==> src/rtl/clkdiv_pkg.sv <==
// rtl/clkdiv_pkg.sv - shared limits, reset values and width helper for the clock divider bank
package clkdiv_pkg;

  // Upper bound on channel count supported by the bank.
  localparam int MAX_CH = 16;

  // Output and flag values loaded by Reset.
  localparam logic RST_LOW_CLOCK = 1'b0;
  localparam logic RST_RISE_TICK = 1'b0;
  localparam logic RST_PEND_VLD  = 1'b0;

  // $clog2 that never returns 0, so a single-channel bank still has a 1-bit index.
  function automatic int clog2_min1(input int n);
    return (n <= 2) ? 1 : $clog2(n);
  endfunction

endpackage

==> src/rtl/clock_divider_channel.sv <==
// rtl/clock_divider_channel.sv - one square-wave divider with glitch-free divisor update
//
// Ports:
//   HighClock  in   source clock, posedge
//   Reset      in   synchronous active-high
//   WrEn       in   divisor write strobe for this channel
//   WrDiv      in   new divisor (half-period = WrDiv+1 cycles)
//   ChanEn     in   run enable; low holds the channel in its restart state
//   Resync     in   restart pulse shared by all channels
//   LowClock   out  divided square wave
//   RiseTick   out  one-cycle strobe on the cycle LowClock rises
module clock_divider_channel
  import clkdiv_pkg::*;
#(
  parameter int DIV_W = 32,
  parameter logic [DIV_W-1:0] DEFAULT_DIV = '0
) (
  input  logic             HighClock,
  input  logic             Reset,
  input  logic             WrEn,
  input  logic [DIV_W-1:0] WrDiv,
  input  logic             ChanEn,
  input  logic             Resync,
  output logic             LowClock,
  output logic             RiseTick
);

  logic [DIV_W-1:0] count;
  logic [DIV_W-1:0] activeDiv;
  logic [DIV_W-1:0] pendingDiv;
  logic             pendVld;

  logic restart;
  logic halfDone;
  logic swapPoint;

  assign restart   = Resync | ~ChanEn;
  assign halfDone  = (count == activeDiv);
  // Divisor changes only where a half-period starts fresh, so no runt pulse can appear.
  assign swapPoint = restart | halfDone;

  always_ff @(posedge HighClock) begin
    if (Reset) begin
      count      <= '0;
      activeDiv  <= DEFAULT_DIV;
      pendingDiv <= '0;
      pendVld    <= RST_PEND_VLD;
      LowClock   <= RST_LOW_CLOCK;
      RiseTick   <= RST_RISE_TICK;
    end else begin
      if (swapPoint && pendVld) begin
        activeDiv <= pendingDiv;
        pendVld   <= 1'b0;
      end
      // A write on a swap cycle wins over the clear above: it waits for the next swap.
      if (WrEn) begin
        pendingDiv <= WrDiv;
        pendVld    <= 1'b1;
      end

      if (restart) begin
        count    <= '0;
        LowClock <= 1'b0;
        RiseTick <= 1'b0;
      end else if (halfDone) begin
        count    <= '0;
        LowClock <= ~LowClock;
        RiseTick <= ~LowClock;
      end else begin
        count    <= count + DIV_W'(1);
        RiseTick <= 1'b0;
      end
    end
  end

endmodule

==> src/rtl/clock_divider_bank.sv <==
// rtl/clock_divider_bank.sv - bank of independent runtime-programmable clock dividers
//
// Ports:
//   HighClock  in   source clock, posedge
//   Reset      in   synchronous active-high
//   WrEn       in   divisor write strobe
//   WrChan     in   target channel of the write; indices >= NUM_CH are ignored
//   WrDiv      in   new divisor (half-period = WrDiv+1 cycles)
//   ChanEn     in   per-channel run enable
//   Resync     in   restart every channel in phase
//   LowClock   out  per-channel divided square waves
//   RiseTick   out  per-channel rising-edge strobes
module clock_divider_bank
  import clkdiv_pkg::*;
#(
  parameter  int NUM_CH      = 4,
  parameter  int DIV_W       = 32,
  parameter  int DEFAULT_DIV = 0,
  localparam int CH_W        = clog2_min1(NUM_CH)
) (
  input  logic              HighClock,
  input  logic              Reset,
  input  logic              WrEn,
  input  logic [CH_W-1:0]   WrChan,
  input  logic [DIV_W-1:0]  WrDiv,
  input  logic [NUM_CH-1:0] ChanEn,
  input  logic              Resync,
  output logic [NUM_CH-1:0] LowClock,
  output logic [NUM_CH-1:0] RiseTick
);

  logic [NUM_CH-1:0] chanWrEn;

  for (genvar i = 0; i < NUM_CH; i++) begin : gChan
    // Out-of-range WrChan values simply match no channel.
    assign chanWrEn[i] = WrEn && (WrChan == CH_W'(i));

    clock_divider_channel #(
      .DIV_W       (DIV_W),
      .DEFAULT_DIV (DIV_W'(DEFAULT_DIV))
    ) uChannel (
      .HighClock (HighClock),
      .Reset     (Reset),
      .WrEn      (chanWrEn[i]),
      .WrDiv     (WrDiv),
      .ChanEn    (ChanEn[i]),
      .Resync    (Resync),
      .LowClock  (LowClock[i]),
      .RiseTick  (RiseTick[i])
    );
  end

endmodule

==> config.mk <==
export PLATFORM = sky130hd
export DESIGN_NAME = clock_divider_bank
export DESIGN_NICKNAME = d
export VERILOG_FILES = /design/src/rtl/clkdiv_pkg.sv /design/src/rtl/clock_divider_channel.sv /design/src/rtl/clock_divider_bank.sv
export SDC_FILE = /design/constraint.sdc
export NUM_CORES = 1
export LEC_CHECK = 0
export BUFFER_PORTS_ARGS = -buffer_cell sky130_fd_sc_hd__buf_4
export CORE_MARGIN = 5
export CORE_UTILIZATION = 25
export DETAILED_ROUTE_END_ITERATION = 8
export PLACE_DENSITY = 0.48
export SYNTH_ARGS = -nofsm -noshare
export SYNTH_HDL_FRONTEND = slang
export SYNTH_HIERARCHICAL = 1
export SYNTH_SLANG_ARGS = --single-unit
export TNS_END_PERCENT = 5
==> constraint.sdc <==
create_clock -name HighClock -period 5.1 [get_ports HighClock]
set_input_delay 0.51 -clock HighClock [delete_from_list [all_inputs] [get_ports HighClock]]
set_output_delay 0.51 -clock HighClock [all_outputs]
set_load 0.03 [all_outputs]
Word-level counts from Yosys, hierarchy flattened
Cells that the tools add are included.

Bits in registers: 396. Bits of input ports: 42. Output and inout bits: 8. Logic and storage cells: 88.

$add $sub $neg: 4. Equal/unequal tests: 7. Multiplexer cells: 8. Bitwise gates (word level): 20. Reductions and logical operators: 25.

Operators with widths (number): adder 32 x 1 -> 32 bit (second input constant) (4); equality test 32 bit (4); OR reduction 3 bit (8); inverter 1 bit (12); logical AND 1 bit (8); two-way mux 1 bit (8); OR 1 bit (8); nonzero test 2 bit (4); OR reduction 2 bit (4); equality test 2 bit (second input constant) (2); equality test 2 x 1 -> 1 bit (second input constant) (1); zero test 2 bit (1).

Depth between registers and ports, before layout
Depth in word-level cells: 6. Mapped depth: 8. Depth with buffers taken out: 5.

Hierarchy
Netlist, hierarchy kept.

By module, submodules not included: clock_divider_channel (times used 4, cells each 554, area each 4855.9 um^2, sequential area each 1981.9 um^2); clock_divider_bank (times used 1, cells each 4, area each 37.5 um^2, sequential area each 0.0 um^2).

Worst setup path before layout
OpenSTA, ideal clock, no wires.

Path type: register -> register. From: register gChan[0].uChannel.count[22]. To: register gChan[0].uChannel.activeDiv[17]. Setup time: 95 ps. Arrival: 1804 ps. Required time: 5005 ps. Path slack: 3200 ps. Stages on the path, launching flop included: 9. Buffers on the path: 3. Period minus slack after synthesis: 1900 ps. Cell sequence: dfxtp_1 > buf_6 > xor2_1 > nor4_2 > nand4_2 > or2_1 > buf_2 > buf_6 > o311ai_1.

Word-level cells in the longest chain between the ends: 3.

RTL lines: start: declaration (line clock_divider_channel.sv:28) `logic [DIV_W-1:0] count;`; start signal: assignment (line clock_divider_channel.sv:70) `count <= count + DIV_W'(1);`; equality test 32 bit (line clock_divider_channel.sv:38) `assign halfDone = (count == activeDiv);`; OR 1 bit (line clock_divider_channel.sv:40) `assign swapPoint = restart | halfDone;`; logical AND 1 bit (line clock_divider_channel.sv:51) `if (swapPoint && pendVld) begin`; end signal: assignment (line clock_divider_channel.sv:52) `activeDiv <= pendingDiv;`; end: declaration (line clock_divider_channel.sv:29) `logic [DIV_W-1:0] activeDiv;`.

Every way passes these cells. A chain may end at the register's enable or synchronous reset.

Worst setup path in the final report
From: register gChan[0].uChannel.count[13]. To: register gChan[0].uChannel.activeDiv[31].

Same word-level chain as after synthesis.

==> results.cfg <==
[global_routing]
grt_util_met3 = 0.0220
grt_pass1_wl_microns = 91000
grt_use_total = 0.134
met2_usage = 0.202
grt_max_degree = 151
grt-ovfl-total = 0
busiest_layer = met2
met1_usage = 0.197
antenna_found_initial = 1
grt_pass1_vias = 15900

[clock_tree]
cts_tree = built
clkTransAtPathRegs_ps = 60
clock-sinks = 396
cts_max_level = 2
cts_hold_buf = 0
cts_made_buffers = 46
clk_latency_ps = 580
cts_setup_buffers = 0
ctsRootBufferMaster = clkbuf_16
cts_resized = 0
clk_path_buf_depth = 3

[cells_and_area]
synthToLayoutAreaGrowth_pct = 13.7
antenna_cells = 0
fill_cells = 8184
drive_gt1_frac = 0.0920
layout.nets = 2175

[die]
io_pins = 50
dieWidth_microns = 289
start_util = 0.252
row_count = 102
die-height_microns = 289
core_sq_mm = 0.0773
fp.dieArea_sq_mm = 0.0835

[sta]
rsz0062_at_grt = false
fmax_mhz = 348
worst_hold_slack_ps = 259
final_hold_viol_count = 0
post-route-min-period_ps = 2880
finalCritPeriodShare = 0.564
slew_headroom = 0.184
fin_setup_tns_ps = 0
worstMarginPinSlew_ps = 1220
finalSetupViolCount = 0
slew_violations = 0
final.setup_skew_ps = 12.9

[route]
drt_iter0_markers = 1336
via_per_inst = 5.19
wl_microns = 58400
drc = 0
wl_per_cell_microns = 18.2
drtAntennaViolNets = 0
drtPass1Iterations = 6
vias = 16600

[placed_design]
place.gp.congestion = 0.788
dp_hpwl_microns = 37700
io_buffer_count = 49

[logic_synthesis]
synth_seq_cells = 396
synthCells = 2220
yosysSeqAreaShare = 0.407
synth_area_sq_mm = 0.0195
yosysTopAreaCellShare = 0.407
avgSynthCellArea_sq_um = 8.77
yosysWarnings = 6
synth_top_area_cell = dfxtp_1
synthTopCellsByArea = dfxtp_1 41%, xor2_1 7.7%, mux2i_1 6.6%
yosysUniqueCellTypes = 38
synth_nets = 2266

[hold_path]
hold_class = input port to flop

[setup_path]
critPathCaptureType = flop
arrival_ps = 3340
crit_required_ps = 5570
path_max_fanout = 34
critical_path_class = flop to flop
cp-start-kind = flop

[power]
p_leak_nw = 7.53
ir_drop_mv = 0.200
power_density_mw_per_mm2 = 334

[status]
status = completed

[run]
max-cap-violations = 0
[cells by family after synthesis]
group | after synthesis | share of synthesized area
and+or+nand+nor | 800 | 0.197
AOI/OAI and AO/OA | 416 | 0.167
DFF | 396 | 0.407
xor gates and xnor gates | 240 | 0.108
buffers and inverters | 236 | 0.0522
muxes | 128 | 0.0658
adders and majority gates | 4 | 0.00257
[critical path, stage by stage, from the launching register on]
cell	delay, ps
dfxtp_1	350
xor2_1	160
nor4_1	380
nand4_1	590
or2_2	820
o311ai_0	440
[Yosys cell counts, drive strengths merged]
| master | count |
|---|---|
| and3 | 9 |
| or3 | 12 |
| a21oi | 12 |
| o2111ai | 128 |
| nand2 | 172 |
| clkbuf | 176 |
| ha | 4 |
| nor4bb | 4 |
| nand4 | 36 |
| nor3b | 1 |
| inv | 20 |
| dfxtp | 396 |
| o2bb2ai | 4 |
| nor4 | 52 |
| a31oi | 128 |
| nor2b | 4 |
| or2 | 12 |
| nor2 | 264 |
| xnor2 | 68 |
| nand3 | 40 |
| and2 | 16 |
| xor2 | 172 |
| and3b | 2 |
| mux2i | 128 |
| o21ai | 16 |
| and4 | 24 |
| o311ai | 128 |
| buf | 40 |
| nor3 | 152 |
[where the power goes]
group / switching [mW] / internal (mW) / total, mW
Clock: 1.39 / 2.19 / 3.58
Combinational: 0.484 / 0.136 / 0.621
Sequential: 0.0405 / 3.14 / 3.18
Total: 1.92 / 5.47 / 7.39
[state kept, by name (all words and copies together) (netlist names)]
| signal | cells |
|---|---|
| gChan.uChannel/LowClock | 4 |
| gChan.uChannel/RiseTick | 4 |
| gChan.uChannel/activeDiv | 128 |
| gChan.uChannel/count | 128 |
| gChan.uChannel/pendVld | 4 |
| gChan.uChannel/pendingDiv | 128 |
[path summary, 6_finish.rpt]
path,start,cells past startpoint,slack [ps],endpoint
setup / recovery,gChan[0].uChannel/count[13]$_SDFF_PP0_,5,2220,gChan[0].uChannel/activeDiv[31]$_SDFFE_PP0P_
hold / removal,WrDiv[11],3,260,gChan[3].uChannel/pendingDiv[11]$_SDFFE_PP0P_
setup reg to reg,gChan[0].uChannel/count[13]$_SDFF_PP0_,5,2220,gChan[0].uChannel/activeDiv[31]$_SDFFE_PP0P_
hold reg to reg,gChan[3].uChannel/count[0]$_SDFF_PP0_,1,470,gChan[3].uChannel/count[0]$_SDFF_PP0_
[area by class of cell]
cell class                      count  area [sq um]  area share
Clock buffer                       63          1380      0.0622
Clock inverter                     20           272      0.0123
Inverter                           20          75.1     0.00339
Multi-Input combinational cell   1588         10600       0.478
Sequential cell                   396          7930       0.358
Tap cell                         1040          1300      0.0588
Timing Repair Buffer               77           598      0.0270
[metrics by stage]
stage          setup WS (ps)  utilization  cell area [sq um]  std cells  power (mW)
6_report                2220        0.286              22100       3204        7.39
3_5_place_dp            2060        0.265              20500       3121        3.86
2_1_floorplan           3200            -              19500       2220        3.68
4_1_cts                 2020        0.286              22100       3204        7.50
5_1_grt                 1860        0.286              22100       3204        7.66
3_3_place_gp            2170        0.265              20500       3121        3.85
[per-layer routing]
metal	vias up	wire [microns]
met5	-	0
met4	0	1200
met3	85	2990
met2	430	25400
met1	8080	28800
li1	8034	-
[cells in the final DEF, fill, tap and decap left out, types with 6 or more instances in the layout]
cell type,n
o21ai_0,12
or3_1,12
xnor2_1,68
a21oi_1,12
nor3_1,152
nor4_1,48
buf_4,75
mux2i_1,128
bufinv_16,6
or2_2,9
clkbuf_16,47
clkinv_2,8
nor2_1,264
xor2_1,172
nand4_1,28
o311ai_0,16
nand4_2,8
dfxtp_1,396
o2111ai_1,128
and3_1,8
clkbuf_8,14
nand3_1,40
and4_1,24
inv_1,16
a31oi_1,128
o311ai_1,108
and2_1,16
nand2_1,172
Power figures use the tool's default switching activity.
